===== src/rtl/register_dump_reader.sv =====
// register_dump_reader
//
// Debug readout engine for the general register file. A Start pulse in IDLE walks the
// register addresses FIRST_REG..LAST_REG through one combinational register-file read
// port. Each value is streamed out as one beat on a valid/ready channel.
//
// The sequence for each register is FETCH (the address is driven and the data captured)
// followed by SEND (the beat is held until the handshake). With DumpReady held high this
// gives at most one beat every two cycles.
//
// Optional feature, selected by the macro DUMP_CHECKSUM_EN:
//   When the macro is defined, a running XOR of every dumped value is accumulated. After
//   the LAST_REG beat, one extra beat carries that XOR with DumpChecksum=1 and
//   DumpLast=1. When the macro is undefined, DumpChecksum is tied to 0 and DumpLast marks
//   the LAST_REG beat.
//
// Ports
//   Clock           in   rising-edge clock
//   Reset           in   asynchronous, active-high reset
//   Start           in   begin a dump (sampled only in IDLE)
//   Abort           in   terminate the current dump; no Done pulse
//   ReadRegAddress  out  address to the register-file read port (holds outside FETCH)
//   ReadData        in   combinational read data for ReadRegAddress
//   DumpData        out  beat payload (registered)
//   DumpIndex       out  register address of the current beat
//   DumpValid       out  beat valid
//   DumpReady       in   sink accepts the beat when DumpValid & DumpReady
//   DumpLast        out  final beat of the dump
//   DumpChecksum    out  beat carries the checksum
//   Busy            out  high in every state except IDLE
//   Done            out  one-cycle pulse after the final beat handshake
//
// Parameters must satisfy FIRST_REG <= LAST_REG <= 2**ADDR_WIDTH-1.

module register_dump_reader #(
  parameter int unsigned DATA_WIDTH = 32,
  parameter int unsigned ADDR_WIDTH = 5,
  parameter int unsigned FIRST_REG  = 0,
  parameter int unsigned LAST_REG   = 31
) (
  input  logic                  Clock,
  input  logic                  Reset,
  input  logic                  Start,
  input  logic                  Abort,
  output logic [ADDR_WIDTH-1:0] ReadRegAddress,
  input  logic [DATA_WIDTH-1:0] ReadData,
  output logic [DATA_WIDTH-1:0] DumpData,
  output logic [ADDR_WIDTH-1:0] DumpIndex,
  output logic                  DumpValid,
  input  logic                  DumpReady,
  output logic                  DumpLast,
  output logic                  DumpChecksum,
  output logic                  Busy,
  output logic                  Done
);

  localparam logic [ADDR_WIDTH-1:0] FirstAddr = ADDR_WIDTH'(FIRST_REG);
  localparam logic [ADDR_WIDTH-1:0] LastAddr  = ADDR_WIDTH'(LAST_REG);

`ifdef DUMP_CHECKSUM_EN
  typedef enum logic [1:0] {StIdle, StFetch, StSend, StCsum} stateT;
`else
  typedef enum logic [1:0] {StIdle, StFetch, StSend} stateT;
`endif

  stateT                 stateQ, stateD;
  logic [ADDR_WIDTH-1:0] indexQ, indexD;
  logic [DATA_WIDTH-1:0] dataQ, dataD;
  logic [ADDR_WIDTH-1:0] dumpIndexQ, dumpIndexD;
  logic                  lastQ, lastD;
  logic                  doneQ, doneD;
`ifdef DUMP_CHECKSUM_EN
  logic [DATA_WIDTH-1:0] csumQ, csumD;
  logic                  csumFlagQ, csumFlagD;
`endif

  logic atLast;
  logic handshake;

  assign atLast    = (indexQ == LastAddr);
  assign handshake = DumpValid & DumpReady;

  // State register
  always_ff @(posedge Clock or posedge Reset) begin
    if (Reset) begin
      stateQ     <= StIdle;
      indexQ     <= '0;
      dataQ      <= '0;
      dumpIndexQ <= '0;
      lastQ      <= 1'b0;
      doneQ      <= 1'b0;
`ifdef DUMP_CHECKSUM_EN
      csumQ      <= '0;
      csumFlagQ  <= 1'b0;
`endif
    end else begin
      stateQ     <= stateD;
      indexQ     <= indexD;
      dataQ      <= dataD;
      dumpIndexQ <= dumpIndexD;
      lastQ      <= lastD;
      doneQ      <= doneD;
`ifdef DUMP_CHECKSUM_EN
      csumQ      <= csumD;
      csumFlagQ  <= csumFlagD;
`endif
    end
  end

  // Next-state logic
  always_comb begin
    stateD     = stateQ;
    indexD     = indexQ;
    dataD      = dataQ;
    dumpIndexD = dumpIndexQ;
    lastD      = lastQ;
    doneD      = 1'b0;
`ifdef DUMP_CHECKSUM_EN
    csumD      = csumQ;
    csumFlagD  = csumFlagQ;
`endif

    if (Abort) begin
      // Abort wins over every transition. A beat accepted in this same cycle is
      // still counted as delivered by the sink, but no Done is raised.
      stateD = StIdle;
`ifdef DUMP_CHECKSUM_EN
      csumFlagD = 1'b0;
`endif
    end else begin
      case (stateQ)
        StIdle: begin
          if (Start) begin
            indexD = FirstAddr;
            stateD = StFetch;
`ifdef DUMP_CHECKSUM_EN
            csumD  = '0;
`endif
          end
        end

        StFetch: begin
          // ReadRegAddress is indexQ here; the read port answers in the same cycle.
          dataD      = ReadData;
          dumpIndexD = indexQ;
`ifdef DUMP_CHECKSUM_EN
          // The checksum beat follows, so no register beat is marked last.
          lastD      = 1'b0;
          csumD      = csumQ ^ ReadData;
          csumFlagD  = 1'b0;
`else
          lastD      = atLast;
`endif
          stateD     = StSend;
        end

        StSend: begin
          if (handshake) begin
            if (!atLast) begin
              // The index only advances below LAST_REG, so it can never wrap.
              indexD = indexQ + ADDR_WIDTH'(1);
              stateD = StFetch;
            end else begin
`ifdef DUMP_CHECKSUM_EN
              // csumQ already includes the LAST_REG value, which was folded in at FETCH.
              dataD     = csumQ;
              lastD     = 1'b1;
              csumFlagD = 1'b1;
              stateD    = StCsum;
`else
              doneD  = 1'b1;
              stateD = StIdle;
`endif
            end
          end
        end

`ifdef DUMP_CHECKSUM_EN
        StCsum: begin
          if (handshake) begin
            csumFlagD = 1'b0;
            doneD     = 1'b1;
            stateD    = StIdle;
          end
        end
`endif

        default: begin
          stateD = StIdle;
        end
      endcase
    end
  end

  // Outputs. The index register drives the read port directly: it only changes when
  // entering FETCH, so the address holds its last value everywhere else.
  assign ReadRegAddress = indexQ;
  assign DumpData       = dataQ;
  assign DumpIndex      = dumpIndexQ;
  assign DumpLast       = lastQ;
  assign Busy           = (stateQ != StIdle);
  assign Done           = doneQ;

`ifdef DUMP_CHECKSUM_EN
  assign DumpValid    = (stateQ == StSend) || (stateQ == StCsum);
  assign DumpChecksum = csumFlagQ;
`else
  assign DumpValid    = (stateQ == StSend);
  assign DumpChecksum = 1'b0;
`endif

endmodule


===== config.mk =====
export PLATFORM = sky130hd
export DESIGN_NAME = register_dump_reader
export DESIGN_NICKNAME = d
export VERILOG_FILES = /design/src/rtl/register_dump_reader.sv
export SDC_FILE = /design/constraint.sdc
export NUM_CORES = 1
export LEC_CHECK = 0
export ABC_AREA = 1
export BUFFER_PORTS_ARGS = -buffer_cell sky130_fd_sc_hd__buf_2
export CAP_MARGIN = 20
export CORE_AREA = 3 3 81 64
export DETAILED_ROUTE_END_ITERATION = 8
export DIE_AREA = 0 0 84 67
export GPL_TIMING_DRIVEN = 0
export PLACE_DENSITY = 0.81
export SYNTH_ARGS = -nofsm -noshare
export SYNTH_HDL_FRONTEND = slang
export SYNTH_SLANG_ARGS = --single-unit

===== constraint.sdc =====
create_clock -name Clock -period 1.7 [get_ports Clock]
set_input_delay 0.34 -clock Clock [delete_from_list [all_inputs] [get_ports Clock]]
set_output_delay 0.34 -clock Clock [all_outputs]
set_load 0.03 [all_outputs]

==> results by group, run 1 <==
CTS
  • CTS Buf Count: 5
  • CTS max path bufs: 2
  • Later-pin clock latency in the skew report: 0.29 ns
  • CTS tree: built
  • Clk pin slew, worst setup/hold paths: roughly 0.080 ns
  • Number of hold buffers added after CTS: 0
  • Sink Count: between 40 and 50
  • Root Driver: clkbuf_8
  • Clock H-tree levels: 2

Global route
  • Largest net degree at the start of global routing: 27
  • Initial antenna violation count: 0
  • Vias in the first global route: approximately 1,700
  • First-pass GRT wire length: between 8000 and 9000 µm
  • GRT overflow: 0
  • Total GRT Usage: 0.178

Drt
  • Routed vias/inst: about 4.7
  • Wirelength per Cell: about 13 µm
  • Drc violations: 0
  • Routed Wire Length: between 4000 and 5000 µm
  • Drt pass-1 iters: 4
  • Detail Route Antenna Nets: 0
  • DR iter-0 viols: 59
  • Via count: between 1,500 and 2,000

Run status
  • Status: finished clean

Setup path
  • Nature of the critical path startpoint: flop
  • Arrival time worst endpoint: between 1.5 and 2 ns
  • CP required: between 1.5 and 2 ns
  • Crit end category: flop
  • Crit Path Max Fanout: 5
  • WS Path Type: flop to flop

Timing
  • Post-Route Skew: 0.00512 ns
  • Minimum clock period: 1.57 ns
  • Final setup vio count: 0
  • Final period utilization: 0.921
  • Fin. Hold Viols: 0
  • Worst setup margin: 0.134 ns
  • Max Slew Vio Count: 0
  • Peak Freq: approximately 640 MHz

Yosys
  • Yosys Warn Count: 0
  • Post-Syn Instances: ~230
  • Post-Syn Area: ~2100 µm²
  • Sequential fraction of the synthesis area: 0.542
  • Share of the synthesized area in the top cell type: 0.542
  • Synth area leader: dfrtp_1
  • Synth Area per Inst: 9.39 µm²
  • Syn nets: between 200 and 300
  • Number of flops mapped to enable cells by yosys: 0
  • Top cells by area, synth: dfrtp_1 (54%), nand2_1 (18%), nand3_1 (6.1%), nand3_2 (5.7%), buf_12 (3.8%)
  • Synth Register Bits: 46
  • Asr flop ratio synth: 1.00
  • Top_reg_cell synth: dfrtp_1
  • Distinct cells, synth: 22

Final layout
  • Final net count: around 360
  • Final core occ: 0.620
  • Register area: 1150 µm²
  • Final std cells w/o fill: approximately 380
  • Fill cells: 404
  • Layout overhead on the synthesized area: 29.7%
  • Antenna cells: 0
  • Share of post-route cells with drive strength above 1: 0.403
  • Multi-input logic area: 772 µm²

Placement
  • Pre-CTS setup slack: -0.0159 ns
  • Dpl cells: around 370
  • IO Port Bufs: between 80 and 90
  • RePlAce Congestion: 0.781
  • Final HPWL DP: 3500 µm

Power
  • Logic pwr share: 0.380
  • Peak VDD IR: 0.689 mV
  • Leak pwr: around 1.6 nW
  • Clock power frac: 0.194
  • Int Pwr: around 2.1 mW
  • Sw Ratio: 0.404
  • Power after layout: 3.49 mW
  • Net Switching: 1.41 mW
  • Pwr dens: about 1300 nW/µm²
  • Reg power frac: 0.426

Floorplanning
  • Die Y-Extent: between 60 and 70 µm
  • Die area: between 5000 and 6000 µm²
  • FP Rows: 21
  • Initial core utilization: 0.478
  • Die width: ~84 µm
  • # IOs: between 80 and 90
  • Placeable Area: 4440 µm²

Flow run
  • Max-cap violations: 0

Min path
  • HP Class: input port to asynchronous set/reset pin
==> worst paths after layout <==
| check | startpoint | end | slack [ns] | cells past startpoint |
|---|---|---|---|---|
| worst max-delay path | ReadRegAddress[1]$_DFFE_PP0P_ | ReadRegAddress[2]$_DFFE_PP0P_ | 0.13 | 9 |
| worst min-delay path | Reset | ReadRegAddress[4]$_DFFE_PP0P_ | 0.07 | 2 |
| worst max register to register | ReadRegAddress[1]$_DFFE_PP0P_ | ReadRegAddress[2]$_DFFE_PP0P_ | 0.13 | 9 |
| worst min register to register | DumpData[13]$_DFFE_PP0P_ | DumpData[13]$_DFFE_PP0P_ | 0.47 | 2 |
| max in group asynchronous | Reset | ReadRegAddress[1]$_DFFE_PP0P_ | 1.12 | 3 |
| min in group Clock | DumpReady | stateQ[1]$_DFFE_PP0P_ | 0.26 | 2 |
==> flip-flops by register name, indices dropped and copies added, names as in the netlist <==
signal	count
Done	1
DumpData	32
stateQ	2
DumpLast	1
DumpIndex	5
ReadRegAddress	5
==> cell families after synthesis <==
| logic type | share of synthesized area |
|---|---|
| adder cells (fa/ha/maj) | 0.0118 |
| AND/OR/NAND/NOR | 0.337 |
| other | 0.00177 |
| AO/OA/AOI/OAI | 0.00767 |
| buffers and inverters | 0.0991 |
| flip-flops | 0.542 |
==> per-layer routing <==
metal	GRT usage	vias to the layer above	part of all wire
met5	0	-	0
met4	0.0382	0	0.0038
met3	0.0519	4	0.078
met2	0.286	65	0.45
met1	0.239	828	0.47
li1	-	891	-
==> cell usage after synthesis (2+ instances only) <==
master and count:
nand2_1 99, dfrtp_1 46, nand3_1 26, nand3_2 12
nor2_1 9, inv_1 7, buf_6 5, buf_12 4
clkbuf_8 2, ha_1 2, inv_2 2, nor2_4 2
==> worst max-delay path, cell delays in order (launching register included) <==
cell and delay [ns]:
dfrtp_2 0.43, ha_1 0.20, nand2_1 0.09, nor2_1 0.05, ha_1 0.19, nand2_1 0.10
nand2_2 0.09, nand3b_4 0.19, nand2_1 0.07, nand2_1 0.05
==> through the flow <==
stage               hold WS [ns]  cell area (µm²)  setup TNS (ns)
detailed placement         0.392             2630         -0.0340
global placement           0.448             2610          -15.56
floorplan                  0.411             2120               0
CTS                       0.0760             2730               0
finish                    0.0651             2750               0
global route              0.0970             2750        -0.00691
==> cells in the final DEF (no fill, tap or decap), types with 3 or more instances in the layout <==
cell and count:
nand2_1 98, buf_2 83, dfrtp_1 44, nand3_1 26, nand3_2 12, nor2_1 9
clkbuf_8 8, inv_1 6, buf_6 5, buf_12 5, buf_4 4, inv_2 3
==> final cells by class <==
type                    count  share of cell area
plain buffers              13              0.0641
well taps                  57              0.0259
multi-input cells         158               0.281
clock buffers               7              0.0314
clock inverters             1             0.00182
inverters                   9              0.0123
repair buffers             86               0.165
flip-flops and latches     46               0.419
==> power by group through the flow <==
stage / Combinational (mW) / Clock (mW) / Sequential, mW
finish: 1.33 / 0.678 / 1.49
global route: 1.44 / 0.743 / 1.52
floorplan: 0.383 / 0 / 2.03
detailed placement: 1.33 / 0 / 1.51
global placement: 1.29 / 0 / 1.51
CTS: 1.33 / 0.698 / 1.49
==> repair_timing <==
| action | in CTS | in global routing |
|---|---|---|
| endpoints found under the setup margin | 5 | 5 |
| resized for setup | 1 | 2 |
| cloned | 0 | 0 |
| buffers inserted | 0 | 3 |
Power figures use the tool's default switching activity.
==> run 2: changes to the inputs <==
--- a/config.mk
+++ b/config.mk
@@ -12,7 +12,7 @@
 export DETAILED_ROUTE_END_ITERATION = 8
 export DIE_AREA = 0 0 84 67
 export GPL_TIMING_DRIVEN = 0
-export PLACE_DENSITY = 0.81
+export PLACE_DENSITY = 0.77
 export SYNTH_ARGS = -nofsm -noshare
 export SYNTH_HDL_FRONTEND = slang
 export SYNTH_SLANG_ARGS = --single-unit
==> run 2 against run 1 <==
- final area is essentially flat
- clock-buffer cell count is the same
- clock skew grew 0.0024 ns
- via count increased by 0.89%
- non-clock buffer count is the same
- largest cell class unchanged
- sequential share of layout area hardly changed
- wire length down 2.7%
- highest routed layer unchanged
- register-to-register slack worse by 0.03 ns
==> results by group, run 2 (synthesis gave the netlist of run 1 again) <==
Floorplanning
  • Placeable Area: 4440 µm² (unchanged)
  • Initial core utilization: 0.478 (unchanged)
  • Die width: 84 µm (unchanged)
  • Die Y-Extent: 67 µm (unchanged)
  • FP Rows: 21 (unchanged)
  • # IOs: 84 (unchanged)
  • Die area: 5630 µm² (unchanged)

Power
  • Leak pwr: 1.58 nW (about the same)
  • Peak VDD IR: 0.748 mV (was 0.689 mV)
  • Logic pwr share: 0.379 (was 0.380)
  • Reg power frac: 0.428 (was 0.426)
  • Clock power frac: 0.192 (was 0.194)
  • Pwr dens: 1270 nW/µm² (about the same)
  • Sw Ratio: 0.402 (was 0.404)
  • Net Switching: 1.40 mW (was 1.41 mW)
  • Int Pwr: 2.08 mW (about the same)

CTS
  • Clk pin slew, worst setup/hold paths: 0.09 ns (was 0.08 ns)
  • CTS tree: built (unchanged)
  • Later-pin clock latency in the skew report: 0.29 ns (about the same)
  • Clock H-tree levels: 2 (unchanged)
  • CTS Buf Count: 5 (unchanged)
  • CTS max path bufs: 2 (unchanged)
  • Sink Count: 46 (unchanged)
  • Root Driver: clkbuf_8 (unchanged)

Final layout
  • Share of post-route cells with drive strength above 1: 0.394 (was 0.403)
  • Antenna cells: 0 (unchanged)
  • Fin area: 2750 µm² (about the same)
  • Final net count: 358 (unchanged)
  • Most frequent cells in the layout: nand2_1 (99), buf_2 (83), dfrtp_1 (45) (was nand2_1 (98), buf_2 (83), dfrtp_1 (44))
  • Number of flip-flops in the largest register: 32 (unchanged)
  • Most common cell after layout, fill and taps aside: nand2_1 (unchanged)
  • Fill cells: 399 (was 404)
  • Layout overhead on the synthesized area: 29.6% (was 29.7%)

Placement
  • IO Port Bufs: 82 (unchanged)
  • Pre-CTS setup slack: 0.0101 ns (was -0.0159 ns)
  • Final HPWL DP: 3410 µm (was 3500 µm)
  • RePlAce Congestion: 0.790 (was 0.781)
  • DP Area: 2630 µm² (unchanged)

Drt
  • Wire length on met2: 2120 µm (was 2140 µm)
  • Routed wl met3: 316 µm (was 374 µm)
  • Detail Route Antenna Nets: 0 (unchanged)
  • Drc violations: 0 (unchanged)
  • Routed vias/inst: 4.79 (was 4.74)
  • Top sig layer: met4 (unchanged)
  • Via count: 1,804 (was 1,788)
  • Drt pass-1 iters: 4 (unchanged)
  • Wirelength per Cell: 12.4 µm (was 12.7 µm)
  • DR iter-0 viols: 59 (unchanged)
  • Routed Wire Length: 4660 µm (was 4780 µm)
  • Metal1 wirelength: 2210 µm (was 2250 µm)

Global route
  • First-pass GRT wire length: 7560 µm (was 8020 µm)
  • Total GRT Usage: 0.168 (was 0.178)
  • Initial antenna violation count: 0 (unchanged)
  • Largest net degree at the start of global routing: 43 (was 27)
  • GRT overflow: 0 (unchanged)
  • Vias in the first global route: 1,692 (was 1,708)

Timing
  • Final period utilization: 0.942 (was 0.921)
  • Fin. Hold Viols: 0 (unchanged)
  • Minimum clock period: 1.60 ns (was 1.57 ns)
  • Final setup vio count: 0 (unchanged)
  • Max Slew Vio Count: 0 (unchanged)
  • Post-Route Skew: 0.00750 ns (was 0.00512 ns)
  • RSZ-0062 raised after global routing: no
  • Peak Freq: 625 MHz (was 638 MHz)
  • Worst setup margin: 0.0988 ns (was 0.134 ns)

Setup path
  • CP required: 1.89 ns (was 1.88 ns)
  • WS Path Type: flop to flop (unchanged)
  • RR Startpoint: ReadRegAddress[1]$_DFFE_PP0P_ (unchanged)
  • Crit path from: ReadRegAddress[1]$_DFFE_PP0P_ (unchanged)
  • Arrival time worst endpoint: 1.79 ns (was 1.75 ns)
  • Crit end category: flop (unchanged)
  • Nature of the critical path startpoint: flop (unchanged)
  • Crit Path Max Fanout: 6 (was 5)

Min path
  • HP Class: input port to flop (was input port to asynchronous set/reset pin)
  • Min-delay src: DumpReady

Run status
  • Status: finished clean (unchanged)

Flow run
  • Max-cap violations: 0 (unchanged)
[run 2: changes by cell type in the layout (fill, tap and decap cells not counted)]
| cell | before | now |
|---|---|---|
| buf_4 | 4 | 3 |
| dfrtp_1 | 44 | 45 |
| dfrtp_2 | 2 | 1 |
| dlygate4sd3_1 | 0 | 1 |
| nand2_1 | 98 | 99 |
| nand2_2 | 2 | 1 |
[run 2: cell type report]
type / instances / area, µm² / share of cell area
flip-flops and latches: 46 / 1150 / 0.419
clock inverters: 1 / 5.00 / 0.00182
plain buffers: 13 / 176 / 0.0641
clock buffers: 7 / 86.3 / 0.0314
multi-input cells: 158 / 769 / 0.280
well taps: 57 / 71.3 / 0.0259
repair buffers: 86 / 455 / 0.166
inverters: 9 / 33.8 / 0.0123
[run 2: power by group through the flow]
stage	registers, mW	logic (mW)	clock network, mW
2_1_floorplan	2.03	0.383	0
3_3_place_gp	1.50	1.29	0
3_5_place_dp	1.51	1.32	0
4_1_cts	1.50	1.33	0.692
5_1_grt	1.52	1.43	0.740
6_report	1.49	1.32	0.671
[run 2: timing repair]
item                       CTS  global route
gates cloned                 0             0
hold endpoints to repair     4             0
hold buffers                 1             0
pin swaps                    0             0
gates resized for setup      1             0
buffers inserted             0             2
setup endpoints to repair    5             5
[run 2: per-layer routing]
layer  vias to the layer above  GRT usage
li1                        904          -
met1                       839      0.223
met3                         2     0.0457
met2                        59      0.273
met5                         -          0
met4                         0     0.0442
[run 2: worst paths after layout]
check	end	slack [ns]	cells after the start
max in group asynchronous	ReadRegAddress[0]$_DFFE_PP0P_	0.79	4
worst max register to register	ReadRegAddress[0]$_DFFE_PP0P_	0.1	9
worst max-delay path	ReadRegAddress[0]$_DFFE_PP0P_	0.1	9
min in group asynchronous	DumpData[10]$_DFFE_PP0P_	0.47	3
worst min register to register	DumpData[12]$_DFFE_PP0P_	0.47	2
worst min-delay path	stateQ[1]$_DFFE_PP0P_	0.25	2
[run 2: through the flow]
stage | total power, mW | TNS, ns | cells | util | hold WS (ns)
after CTS | 3.51 | 0 | 375 | 0.616 | 0.241
after floorplan | 2.41 | 0 | 226 | - | 0.411
after global routing | 3.70 | 0 | 377 | 0.619 | 0.259
after global placement | 2.80 | -13.81 | 365 | 0.587 | 0.450
after detailed placement | 2.84 | 0 | 366 | 0.591 | 0.231
final | 3.48 | 0 | 377 | 0.619 | 0.252
[run 2: worst max-delay path, cell delays in order (launching register included)]
cell and delay [ns]:
dfrtp_1 0.45, ha_1 0.22, nand2_1 0.08, nor2_1 0.04
ha_1 0.20, nand2_1 0.08, nand2_1 0.11, nand3b_4 0.20
nand2_1 0.07, nand2_1 0.05
==> run 3: changes to the inputs <==
==> config.mk (replaced) <==
export PLATFORM = sky130hd
export DESIGN_NAME = register_dump_reader
export DESIGN_NICKNAME = d
export VERILOG_FILES = /design/src/rtl/register_dump_reader.sv
export SDC_FILE = /design/constraint.sdc
export NUM_CORES = 1
export LEC_CHECK = 0
export BUFFER_PORTS_ARGS = -buffer_cell sky130_fd_sc_hd__buf_2
export CAP_MARGIN = 20
export CORE_AREA = 3 3 79 62
export DETAILED_ROUTE_END_ITERATION = 8
export DIE_AREA = 0 0 82 65
export GPL_TIMING_DRIVEN = 0
export PLACE_DENSITY = 0.76
export SYNTH_ARGS = -nofsm -noshare
export SYNTH_HDL_FRONTEND = slang
export SYNTH_SLANG_ARGS = --single-unit
==> run 3 against run 2 <==
- the run now ends with negative setup slack left
- sequential share of layout area rose by 2.0 points
- combinational power down 9%
- sequential cell count did not move
- clock-buffer cell count unchanged
- wire length shrank 17%
- worst setup slack worse by 0.19 ns
- via count shrank 29%
==> results by group, run 3 <==
Run status
  • Status: finished with violations (was finished clean)
  • Failing checks: negative setup slack

Yosys
  • Distinct cells, synth: 24 (was 22)
  • Post-Syn Area: 1950 µm² (was 2120 µm²)
  • Share of the synthesized area in the top cell type: 0.590 (was 0.542)
  • Top_reg_cell synth: dfrtp_1 (unchanged)
  • Post-Syn Instances: 121 (was 226)
  • Commonest cells in the netlist: dfrtp_1 (46), mux2_4 (20), mux2_2 (18) (was nand2_1 (99), dfrtp_1 (46), nand3_1 (26))
  • Synth Register Bits: 46 (unchanged)
  • Synth Area per Inst: 16.1 µm² (was 9.39 µm²)
  • Sequential fraction of the synthesis area: 0.590 (was 0.542)
  • Yosys Warn Count: 0 (unchanged)
  • Synth area leader: dfrtp_1 (unchanged)
  • Syn nets: 160 (was 265)
  • Top-count cell post-synth: dfrtp_1 (was nand2_1)
  • Number of flops mapped to enable cells by yosys: 0 (unchanged)
  • Asr flop ratio synth: 1.00 (unchanged)
  • Top cells by area, synth: dfrtp_1 (59%), mux2_4 (15%), mux2_2 (10%), buf_12 (2.1%), mux2i_1 (1.5%) (was dfrtp_1 (54%), nand2_1 (18%), nand3_1 (6.1%), nand3_2 (5.7%), buf_12 (3.8%))

Drt
  • Wirelength per Cell: 14.2 µm (was 12.4 µm)
  • Via count: 1,284 (was 1,804)
  • Drc violations: 0 (unchanged)
  • Routed Wire Length: 3870 µm (was 4660 µm)
  • DR iter-0 viols: 42 (was 59)
  • Detail Route Antenna Nets: 0 (unchanged)
  • Routed vias/inst: 4.72 (was 4.79)
  • Drt pass-1 iters: 4 (unchanged)

Final layout
  • Antenna cells: 0 (unchanged)
  • Final std cells w/o fill: 272 (was 377)
  • Number of flip-flops in the largest register: 32 (unchanged)
  • Final net count: 255 (was 358)
  • Layout overhead on the synthesized area: 34.6% (was 29.6%)
  • Most common cell after layout, fill and taps aside: buf_2 (was nand2_1)
  • Share of post-route cells with drive strength above 1: 0.691 (was 0.394)
  • Most frequent cells in the layout: buf_2 (82), dfrtp_1 (44), mux2_4 (20) (was nand2_1 (99), buf_2 (83), dfrtp_1 (45))
  • Final core occ: 0.640 (was 0.619)

Timing
  • Fin. Hold Viols: 0 (unchanged)
  • Max Slew Vio Count: 0 (unchanged)
  • Final period utilization: 1.06 (was 0.942)
  • Worst hold slack: 0.0646 ns (was 0.252 ns)
  • Post-Route Skew: 0.00341 ns (was 0.00750 ns)
  • RSZ-0062 raised after global routing: yes (was no)
  • Final setup vio count: 6 (was 0)
  • Minimum clock period: 1.80 ns (was 1.60 ns)
  • Final TNS setup: -0.330 ns (was 0 ns)
  • Worst setup margin: -0.0955 ns (was 0.0988 ns)
  • Peak Freq: 557 MHz (was 625 MHz)

Setup path
  • CP top delay family: flip-flops (was simple AND/OR/NAND/NOR gates)
  • CP required: 1.91 ns (was 1.89 ns)
  • Crit Path Max Fanout: 6 (unchanged)
  • Nature of the critical path startpoint: flop (unchanged)
  • Most used cell along the critical path: ha_4 (was nand2_1)
  • Arrival time worst endpoint: 2.01 ns (was 1.79 ns)
  • Slowest CP cell: dfrtp_2 (was dfrtp_1)
  • Critical path's largest stage delay: 0.44 ns (was 0.45 ns)
  • WS Path Type: flop to flop (unchanged)
  • WP buf/inv: 0 (unchanged)
  • Crit end category: flop (unchanged)
  • FF-to-FF setup slack: -0.1 ns (was 0.1 ns)
  • Chain of cells forming the critical path: ha_4 > and3_4 > ha_4 > nand3b_1 > a211oi_4 > mux2i_1 (was ha_1 > nand2_1 > nor2_1 > ha_1 > nand2_1 > nand2_1 > nand3b_4 > nand2_1 > nand2_1)

Placement
  • RePlAce Congestion: 0.710 (was 0.790)
  • Pre-CTS setup slack: -0.141 ns (was 0.0101 ns)
  • IO Port Bufs: 82 (unchanged)
  • Final HPWL DP: 2940 µm (was 3410 µm)
  • Dpl cells: 259 (was 366)

CTS
  • CTS max path bufs: 2 (unchanged)
  • CTS Buf Count: 5 (unchanged)
  • Sink Count: 46 (unchanged)
  • Root Driver: clkbuf_8 (unchanged)
  • CTS tree: built (unchanged)
  • Number of hold buffers added after CTS: 0 (was 1)
  • Clock H-tree levels: 2 (unchanged)
  • Clk pin slew, worst setup/hold paths: 0.08 ns (was 0.09 ns)
  • Later-pin clock latency in the skew report: 0.29 ns (about the same)

Global route
  • GRT overflow: 0 (unchanged)
  • Largest net degree at the start of global routing: 26 (was 43)
  • Initial antenna violation count: 0 (unchanged)
  • First-pass GRT wire length: 6470 µm (was 7560 µm)
  • Vias in the first global route: 1,401 (was 1,692)
  • Total GRT Usage: 0.163 (was 0.168)

Floorplanning
  • Die area: 5330 µm² (was 5630 µm²)
  • # IOs: 84 (unchanged)
  • Placeable Area: 4100 µm² (was 4440 µm²)
  • FP Rows: 20 (was 21)
  • Die width: 82 µm (was 84 µm)
  • Initial core utilization: 0.476 (was 0.478)
  • Die Y-Extent: 65 µm (was 67 µm)

Power
  • Leak pwr: 1.33 nW (was 1.58 nW)
  • Peak VDD IR: 0.832 mV (was 0.748 mV)
  • Pwr dens: 1260 nW/µm² (was 1270 nW/µm²)

Min path
  • HP Class: input port to asynchronous set/reset pin (was input port to flop)

Flow run
  • Max-cap violations: 0 (unchanged)
run 3: metrics by stage:
stage                     total power [mW]  cell area, µm²
after global routing                  3.51            2630
final                                 3.32            2630
after global placement                2.65            2460
after detailed placement              2.68            2490
after floorplan                       2.31            1980
after CTS                             3.37            2620
run 3: area by class of cell:
| type | count | area (µm²) |
|---|---|---|
| buffer | 6 | 73.8 |
| sequential | 46 | 1150 |
| tap | 55 | 68.8 |
| timing repair buffer | 88 | 475 |
| clock buffer | 7 | 86.3 |
| clock inverter | 1 | 5.00 |
| inverter | 3 | 11.3 |
| multi-input combinational | 66 | 753 |
| fill | 340 | 1480 |
run 3: final timing paths:
kind	from	end	cells after the start
max in group asynchronous	Reset	ReadRegAddress[1]$_DFFE_PP0P_	3
min reg2reg	DumpData[29]$_DFFE_PP0P_	DumpData[29]$_DFFE_PP0P_	1
min	Reset	DumpData[6]$_DFFE_PP0P_	2
max	ReadRegAddress[0]$_DFFE_PP0P_	ReadRegAddress[1]$_DFFE_PP0P_	6
max reg2reg	ReadRegAddress[0]$_DFFE_PP0P_	ReadRegAddress[1]$_DFFE_PP0P_	6
min in group Clock	ReadData[26]	DumpData[26]$_DFFE_PP0P_	2
run 3: repair_timing:
action                     CTS  global route
setup endpoints to repair    5             7
pin swaps                    2             4
resized for setup            0             2
hold endpoints to repair     0             0
setup buffers                5             0
run 3: cells by family (layout without fill, tap and decap cells):
group,Yosys count,count (layout),synth area share
flops,46,46,0.590
buf+inv,9,105,0.0423
other cells,1,1,0.00192
fa+ha+maj,2,2,0.0128
compound gates,6,6,0.0256
mux,41,41,0.273
simple gates,16,16,0.0545
run 3: metal layers:
layer | GRT usage | part of all wire | vias up
met5 | 0 | 0 | -
met4 | 0.0622 | 0.020 | 0
met3 | 0.0500 | 0.074 | 8
met2 | 0.257 | 0.47 | 40
met1 | 0.208 | 0.44 | 629
li1 | - | - | 607
run 3: where the power goes:
part	internal [mW]	switching (mW)
Sequential	1.33	0.119
Clock	0.328	0.341
Combinational	0.473	0.731
Total	2.13	1.19
